==> src/rtl/alu_cmd_issuer.sv <==
// alu_cmd_issuer: buffers ALU commands in a small FIFO, issues them with a level
// start held until done or timeout, and returns one response per command.
`default_nettype none

module alu_cmd_issuer #(
    parameter int DEPTH   = 4,
    parameter int TIMEOUT = 15
) (
    input  logic        clk,
    input  logic        reset,
    input  logic        cmd_valid,
    output logic        cmd_ready,
    input  logic [2:0]  cmd_op,
    input  logic [7:0]  cmd_a,
    input  logic [7:0]  cmd_b,
    output logic        alu_start,
    output logic [2:0]  alu_op,
    output logic [7:0]  alu_a,
    output logic [7:0]  alu_b,
    input  logic        alu_done,
    input  logic [15:0] alu_result,
    output logic        rsp_valid,
    input  logic        rsp_ready,
    output logic [15:0] rsp_result,
    output logic [2:0]  rsp_op,
    output logic        rsp_err,
    output logic        rsp_timeout
);

    localparam int AW = (DEPTH > 1) ? $clog2(DEPTH) : 1;
    localparam int CW = AW + 1;

    typedef enum logic [1:0] {
        S_IDLE  = 2'd0,
        S_ISSUE = 2'd1,
        S_RESP  = 2'd2
    } state_t;

    // ---------------- command FIFO ----------------
    logic [18:0]   mem_q [DEPTH];
    logic [AW-1:0] wr_ptr_q, wr_ptr_d;
    logic [AW-1:0] rd_ptr_q, rd_ptr_d;
    logic [CW-1:0] count_q, count_d;
    logic          ready_q, ready_d;
    logic          push, pop;
    logic [18:0]   head;

    assign push = cmd_valid && ready_q;
    assign head = mem_q[rd_ptr_q];

    always_comb begin
        count_d  = count_q;
        wr_ptr_d = wr_ptr_q;
        rd_ptr_d = rd_ptr_q;
        if (push) begin
            wr_ptr_d = wr_ptr_q + AW'(1);
        end
        if (pop) begin
            rd_ptr_d = rd_ptr_q + AW'(1);
        end
        if (push && !pop) begin
            count_d = count_q + CW'(1);
        end else if (!push && pop) begin
            count_d = count_q - CW'(1);
        end
        // Registered ready: reflects the occupancy that will exist after this edge.
        ready_d = (count_d != CW'(DEPTH));
    end

    always_ff @(posedge clk) begin
        if (push) begin
            mem_q[wr_ptr_q] <= {cmd_op, cmd_a, cmd_b};
        end
    end

    always_ff @(posedge clk) begin
        if (reset) begin
            wr_ptr_q <= '0;
            rd_ptr_q <= '0;
            count_q  <= '0;
            ready_q  <= 1'b0;
        end else begin
            wr_ptr_q <= wr_ptr_d;
            rd_ptr_q <= rd_ptr_d;
            count_q  <= count_d;
            ready_q  <= ready_d;
        end
    end

    // ---------------- issue FSM ----------------
    state_t        state_q, state_d;
    logic          start_q, start_d;
    logic [2:0]    alu_op_q, alu_op_d;
    logic [7:0]    alu_a_q, alu_a_d;
    logic [7:0]    alu_b_q, alu_b_d;
    logic [2:0]    op_q, op_d;
    logic [15:0]   result_q, result_d;
    logic          err_q, err_d;
    logic          tmo_q, tmo_d;
    logic [7:0]    cnt_q, cnt_d;

    always_comb begin
        state_d  = state_q;
        pop      = 1'b0;
        start_d  = start_q;
        alu_op_d = alu_op_q;
        alu_a_d  = alu_a_q;
        alu_b_d  = alu_b_q;
        op_d     = op_q;
        result_d = result_q;
        err_d    = err_q;
        tmo_d    = tmo_q;
        cnt_d    = cnt_q;
        unique case (state_q)
            S_IDLE: begin
                if (count_q != '0) begin
                    pop      = 1'b1;
                    op_d     = head[18:16];
                    result_d = '0;
                    err_d    = 1'b0;
                    tmo_d    = 1'b0;
                    case (head[18:16])
                        3'b001, 3'b010, 3'b011, 3'b100: begin
                            start_d  = 1'b1;
                            alu_op_d = head[18:16];
                            alu_a_d  = head[15:8];
                            alu_b_d  = head[7:0];
                            cnt_d    = '0;
                            state_d  = S_ISSUE;
                        end
                        3'b000:  state_d = S_RESP;
                        default: begin
                            err_d   = 1'b1;
                            state_d = S_RESP;
                        end
                    endcase
                end
            end
            S_ISSUE: begin
                // done takes priority over an expiring timeout in the same cycle
                if (alu_done) begin
                    result_d = alu_result;
                    start_d  = 1'b0;
                    state_d  = S_RESP;
                end else begin
                    cnt_d = cnt_q + 8'd1;
                    if (cnt_d == 8'(TIMEOUT)) begin
                        start_d  = 1'b0;
                        result_d = '0;
                        tmo_d    = 1'b1;
                        state_d  = S_RESP;
                    end
                end
            end
            S_RESP: begin
                if (rsp_ready) begin
                    state_d = S_IDLE;
                end
            end
            default: state_d = S_IDLE;
        endcase
    end

    always_ff @(posedge clk) begin
        if (reset) begin
            state_q  <= S_IDLE;
            start_q  <= 1'b0;
            alu_op_q <= '0;
            alu_a_q  <= '0;
            alu_b_q  <= '0;
            op_q     <= '0;
            result_q <= '0;
            err_q    <= 1'b0;
            tmo_q    <= 1'b0;
            cnt_q    <= '0;
        end else begin
            state_q  <= state_d;
            start_q  <= start_d;
            alu_op_q <= alu_op_d;
            alu_a_q  <= alu_a_d;
            alu_b_q  <= alu_b_d;
            op_q     <= op_d;
            result_q <= result_d;
            err_q    <= err_d;
            tmo_q    <= tmo_d;
            cnt_q    <= cnt_d;
        end
    end

    assign cmd_ready   = ready_q;
    assign alu_start   = start_q;
    assign alu_op      = alu_op_q;
    assign alu_a       = alu_a_q;
    assign alu_b       = alu_b_q;
    assign rsp_valid   = (state_q == S_RESP);
    assign rsp_result  = result_q;
    assign rsp_op      = op_q;
    assign rsp_err     = err_q;
    assign rsp_timeout = tmo_q;

endmodule

`default_nettype wire

==> config.mk <==
export PLATFORM = sky130hd
export DESIGN_NAME = alu_cmd_issuer
export DESIGN_NICKNAME = d
export VERILOG_FILES = /design/src/rtl/alu_cmd_issuer.sv
export SDC_FILE = /design/constraint.sdc
export NUM_CORES = 1
export LEC_CHECK = 0
export ABC_AREA = 1
export CORE_ASPECT_RATIO = 1.75
export CORE_UTILIZATION = 25
export CTS_CLUSTER_DIAMETER = 100
export DETAILED_ROUTE_END_ITERATION = 7
export HOLD_SLACK_MARGIN = 0.05
export PLACE_DENSITY = 0.52
export REMOVE_ABC_BUFFERS = 1
export SYNTH_ARGS = -nofsm -noshare
export SYNTH_HDL_FRONTEND = slang
export SYNTH_SLANG_ARGS = --single-unit
==> constraint.sdc <==
create_clock -name clk -period 2.9 [get_ports clk]
set_input_delay 0.435 -clock clk [delete_from_list [all_inputs] [get_ports clk]]
set_output_delay 0.435 -clock clk [all_outputs]
set_load 0.1 [all_outputs]
Yosys cells after proc, flatten, opt, wreduce, memory -nomap -nowiden
Memories as Yosys holds them, arrays and structs flattened. A register that Yosys moved wholly into a read port is not among the register bits.
Index checks and enable logic that the tools add are counted.
Operators by class
  reductions and logical operators: 18
  mux-type cells: 32
  equal/unequal tests: 14
  add/sub/neg operators: 5
Operators by type and width (number)
  $mux 16: 3
  $pmux 16 s2: 1
  $mux 8: 3
  $pmux 8 s2: 1
  $mux 2: 7
  $mux 1: 12
  $reduce_and 4->1: 3
  $reduce_and 3->1: 3
  $add 8x1->8 const B: 1
  $eq 8x4->1 const B: 1
  $eq 3x2->1 const B: 2
  $mux 3: 2
  $ne 2x2->1 const B: 3
  $ne 3x3->1 const B: 2
  $pmux 2 s3: 1
  $reduce_or 5->1: 1
  $add 2x1->2 const B: 2
  $ne 2x1->1 const B: 2
  $pmux 1 s2: 2
  $reduce_or 4->1: 1
  $add 3x1->3 const B: 1
  $eq 3x1->1 const B: 1
  $eq 3x3->1 const B: 1
  $logic_and 1x1->1: 3
  9 further kinds: 10
Storage, ports and cells
  memories kept: 1
  bits in writable memories: 76
  input port bits: 40
  output and inout port bits: 43
  flip-flop bits (word level): 59
Memories
  mem_q: words 4, width 19, rd ports 1, clocked after Yosys merged registers in 1, write ports 1, line 40  | logic [18:0] mem_q [DEPTH];

Depth between registers and ports, before layout
  depth after elaboration: 7
  mapped depth: 14

Worst setup path after synthesis
OpenSTA, ideal clock, no wires.
  path kind: reg-to-reg
  start: register ready_q, in the netlist cmd_ready
  end: memory mem_q[0][0] (enable)
  path buffers: 0
  library setup time: 0.395 ns
  data required time: 2.505 ns
  arrival: 2.176 ns
  clock period less this slack: 2.571 ns
  stages on the path, launching flop included: 3
  setup slack: 0.329 ns
  cells stage by stage: dfxtp_1 -> nand2_1 -> nor2_1
Between the ends
  longest elaborated chain between the ends: 3
Ends and longest elaborated chain
  start: declaration: line 44  | logic ready_q, ready_d;
  start signal: assignment: line 86  | ready_q <= ready_d;
  $logic_and 1x1->1: line 48  | assign push = cmd_valid && ready_q;
  $mux 1: line 71  | if (push) begin
  $mux 1 (implied by the code): line 72  | mem_q[wr_ptr_q] <= {cmd_op, cmd_a, cmd_b};
  end: declaration: line 40
No other way between the ends.

==> impl_metrics.py <==
metrics = {
    "sta": {
        "fin_worst_skew_ps": 9.54,
        "slew_violations": 0,
        "setup_viol": 0,
        "tns_ps": 0,
        "fin_crit_sh_pct": 71.9,
        "worst_pin_slew_ps": 685,
        "hold_violations": 0,
        "slew_headroom_pct": 54.3,
        "setup_slack_ps": 814,
        "max_freq_ghz": 0.479,
        "min_period_ps": 2090,
        "rsz0062_at_grt": "no",
    },
    "cells_and_area": {
        "final_util_pct": 32.8,
        "nNetsFinal": 729,
        "layout_commonest_cell": "nand2_1",
        "area_growth_pct": 28.0,
        "drive_above_1_share_pct": 16.0,
        "final_cell_mix": "105 x nand2_1, 84 x nor2_1, 76 x edfxtp_1, 61 x dfxtp_1, 58 x buf_4",
        "antenna_cells": 0,
    },
    "clock_tree": {
        "cts_buffers": 17,
        "clkSlewWorstSetupHoldPaths_ps": 60,
        "root_buffer": "clkbuf_16",
        "cts_hold_buf": 0,
        "post_cts_buffers": 0,
        "clock_tree.htree_level_count": 4,
        "clk_path_buf_depth": 2,
        "cts_sinks": 137,
        "clk-insertion-delay-late_ps": 430,
        "cts_tree": "yes",
        "cts-resized-gates": 0,
    },
    "global_routing": {
        "first_global_vias": 4297,
        "grtUsageTotal_pct": 12.5,
        "grt_overflow": 0,
        "grt_max_degree": 37,
        "antenna_found_initial": 0,
        "grt_pass1_wl_um": 22000,
    },
    "synth": {
        "synth_top_cell_area_share_pct": 40.0,
        "yosys_warnings": 0,
        "ys_types": 28,
        "synthTopCellsByArea": "edfxtp_1 40%, dfxtp_1 21%, nand2_1 6.9%",
        "ys_seq_elements": 137,
        "syn-cell-area_um2": 5710,
        "yosysSeqAreaShare_pct": 61.4,
        "netlist_instances": 593,
        "synth_top_area_cell": "edfxtp_1",
        "syn_avg_cell_area_um2": 9.62,
    },
    "critical_path": {
        "required_ps": 3220,
        "startpoint_type": "flip-flop",
        "critPathKind": "flip-flop to flip-flop",
        "crit_fanout": 22,
        "crit_path_end_kind": "flip-flop",
        "crit_arrival_ps": 2400,
    },
    "floorplanning": {
        "rows": 72,
        "die_h_um": 202,
        "dieArea_um2": 23500,
        "boundaryPins": 83,
        "die_w_um": 116,
        "core_area_um2": 22300,
        "initial_core_util_pct": 25.6,
    },
    "placed_design": {
        "routabilityCongestion": 0.758,
        "pre_cts_ws_ps": 787,
        "dp_hpwl_um": 9450,
        "numPortBuffers": 82,
    },
    "pwr": {
        "power_mw": 9.38,
        "p_per_area_nw_per_um2": 1280,
        "power.leakage_nw": 2.80,
        "ir_drop_v": 0.000819,
    },
    "route": {
        "drtIter0Drc": 225,
        "vias_per_cell": 4.40,
        "dr_total_vias": 4347,
        "wl_met2_um": 7330,
        "wl_met3_um": 713,
        "wl_um": 14100,
        "ant_nets": 0,
        "wl_per_cell_um": 14.2,
        "drt-met1-wl_um": 5710,
        "first_pass_iters": 4,
        "top_layer": "met4",
        "drc": 0,
    },
    "status": {
        "status": "completed",
    },
    "hold_path": {
        "min_path_type": "flip-flop to flip-flop",
    },
    "flow_run": {
        "cap_violations": 0,
    },
}
per-stage QoR:
| step | instances | instance area [um^2] | hold slack [ps] |
|---|---|---|---|
| after floorplan | 564 | 5540 | 433 |
| after global placement | 957 | 6730 | 447 |
| after detailed placement | 957 | 6730 | 448 |
| after CTS | 989 | 7300 | 457 |
| after global routing | 989 | 7300 | 478 |
| final | 989 | 7300 | 456 |
final timing paths:
check	depth (start not counted)	from	endpoint	slack, ps
max	13	flip-flop	alu_op[0]	810
min	2	alu_start	alu_start	460
max reg2reg	13	flip-flop	alu_op[0]	810
min reg2reg	2	alu_start	alu_start	460
cell usage after synthesis, drive strengths merged:
master and instances:
ha 9, clkbuf 15, o22ai 16, nor2 87
xor2 1, a21oi 50, edfxtp 76, dfxtp 61
inv 39, o21bai 1, nand2 112, nor3 2
nand4 17, nand3 42, buf 14, o21ai 51
power breakdown:
| group | total [mW] | internal (mW) | switching, mW |
|---|---|---|---|
| registers | 2.71 | 2.49 | 0.214 |
| logic | 4.58 | 1.12 | 3.46 |
| clock network | 2.09 | 1.24 | 0.853 |
| total | 9.38 | 4.85 | 4.53 |
routing by layer:
| metal | vias to the layer above | GRT usage, % |
|---|---|---|
| met3 | 22 | 3.57 |
| li1 | 2210 | - |
| met2 | 112 | 22.3 |
| met1 | 2003 | 13.4 |
| met5 | - | 0 |
| met4 | 0 | 5.54 |
final cells by class:
type	count	area, um^2
Fill cell	2311	14900
Sequential cell	137	3500
Multi-Input combinational cell	388	1890
Timing Repair Buffer	97	826
Clock buffer	20	458
Tap cell	296	370
Inverter	39	149
Clock inverter	12	113
state kept, by name, indices dropped and copies added (netlist names), 2 cells and up, named ones only:
name,flops
alu_b,8
wr_ptr_q,2
cnt_q,8
count_q,3
rsp_result,16
rd_ptr_q,2
alu_a,8
mem_q,76
alu_op,3
rsp_op,3
state_q,2
cells by family (layout without fill, tap and decap cells):
group                      after synthesis  in the layout  synth area share [%]
adders and majority gates                9              9                  1.97
DFF                                    137            137                  61.4
buffers and inverters                   68            168                  5.61
AOI/OAI and AO/OA                      118            118                  10.9
and+or+nand+nor                        260            260                  20.0
xor gates and xnor gates                 1              1                 0.154
critical path, cell delays in order (launching register included):
cell	delay, ps
dfxtp_1	300
buf_4	180
inv_2	240
nand2_1	80
nand3_1	90
nand2_1	80
nand2_2	100
inv_2	40
nand2_2	70
nand2_4	70
inv_4	160
nand3_4	280
a21oi_1	220
nor2_1	50
Note: power is estimated with default switching activity, not from simulation.
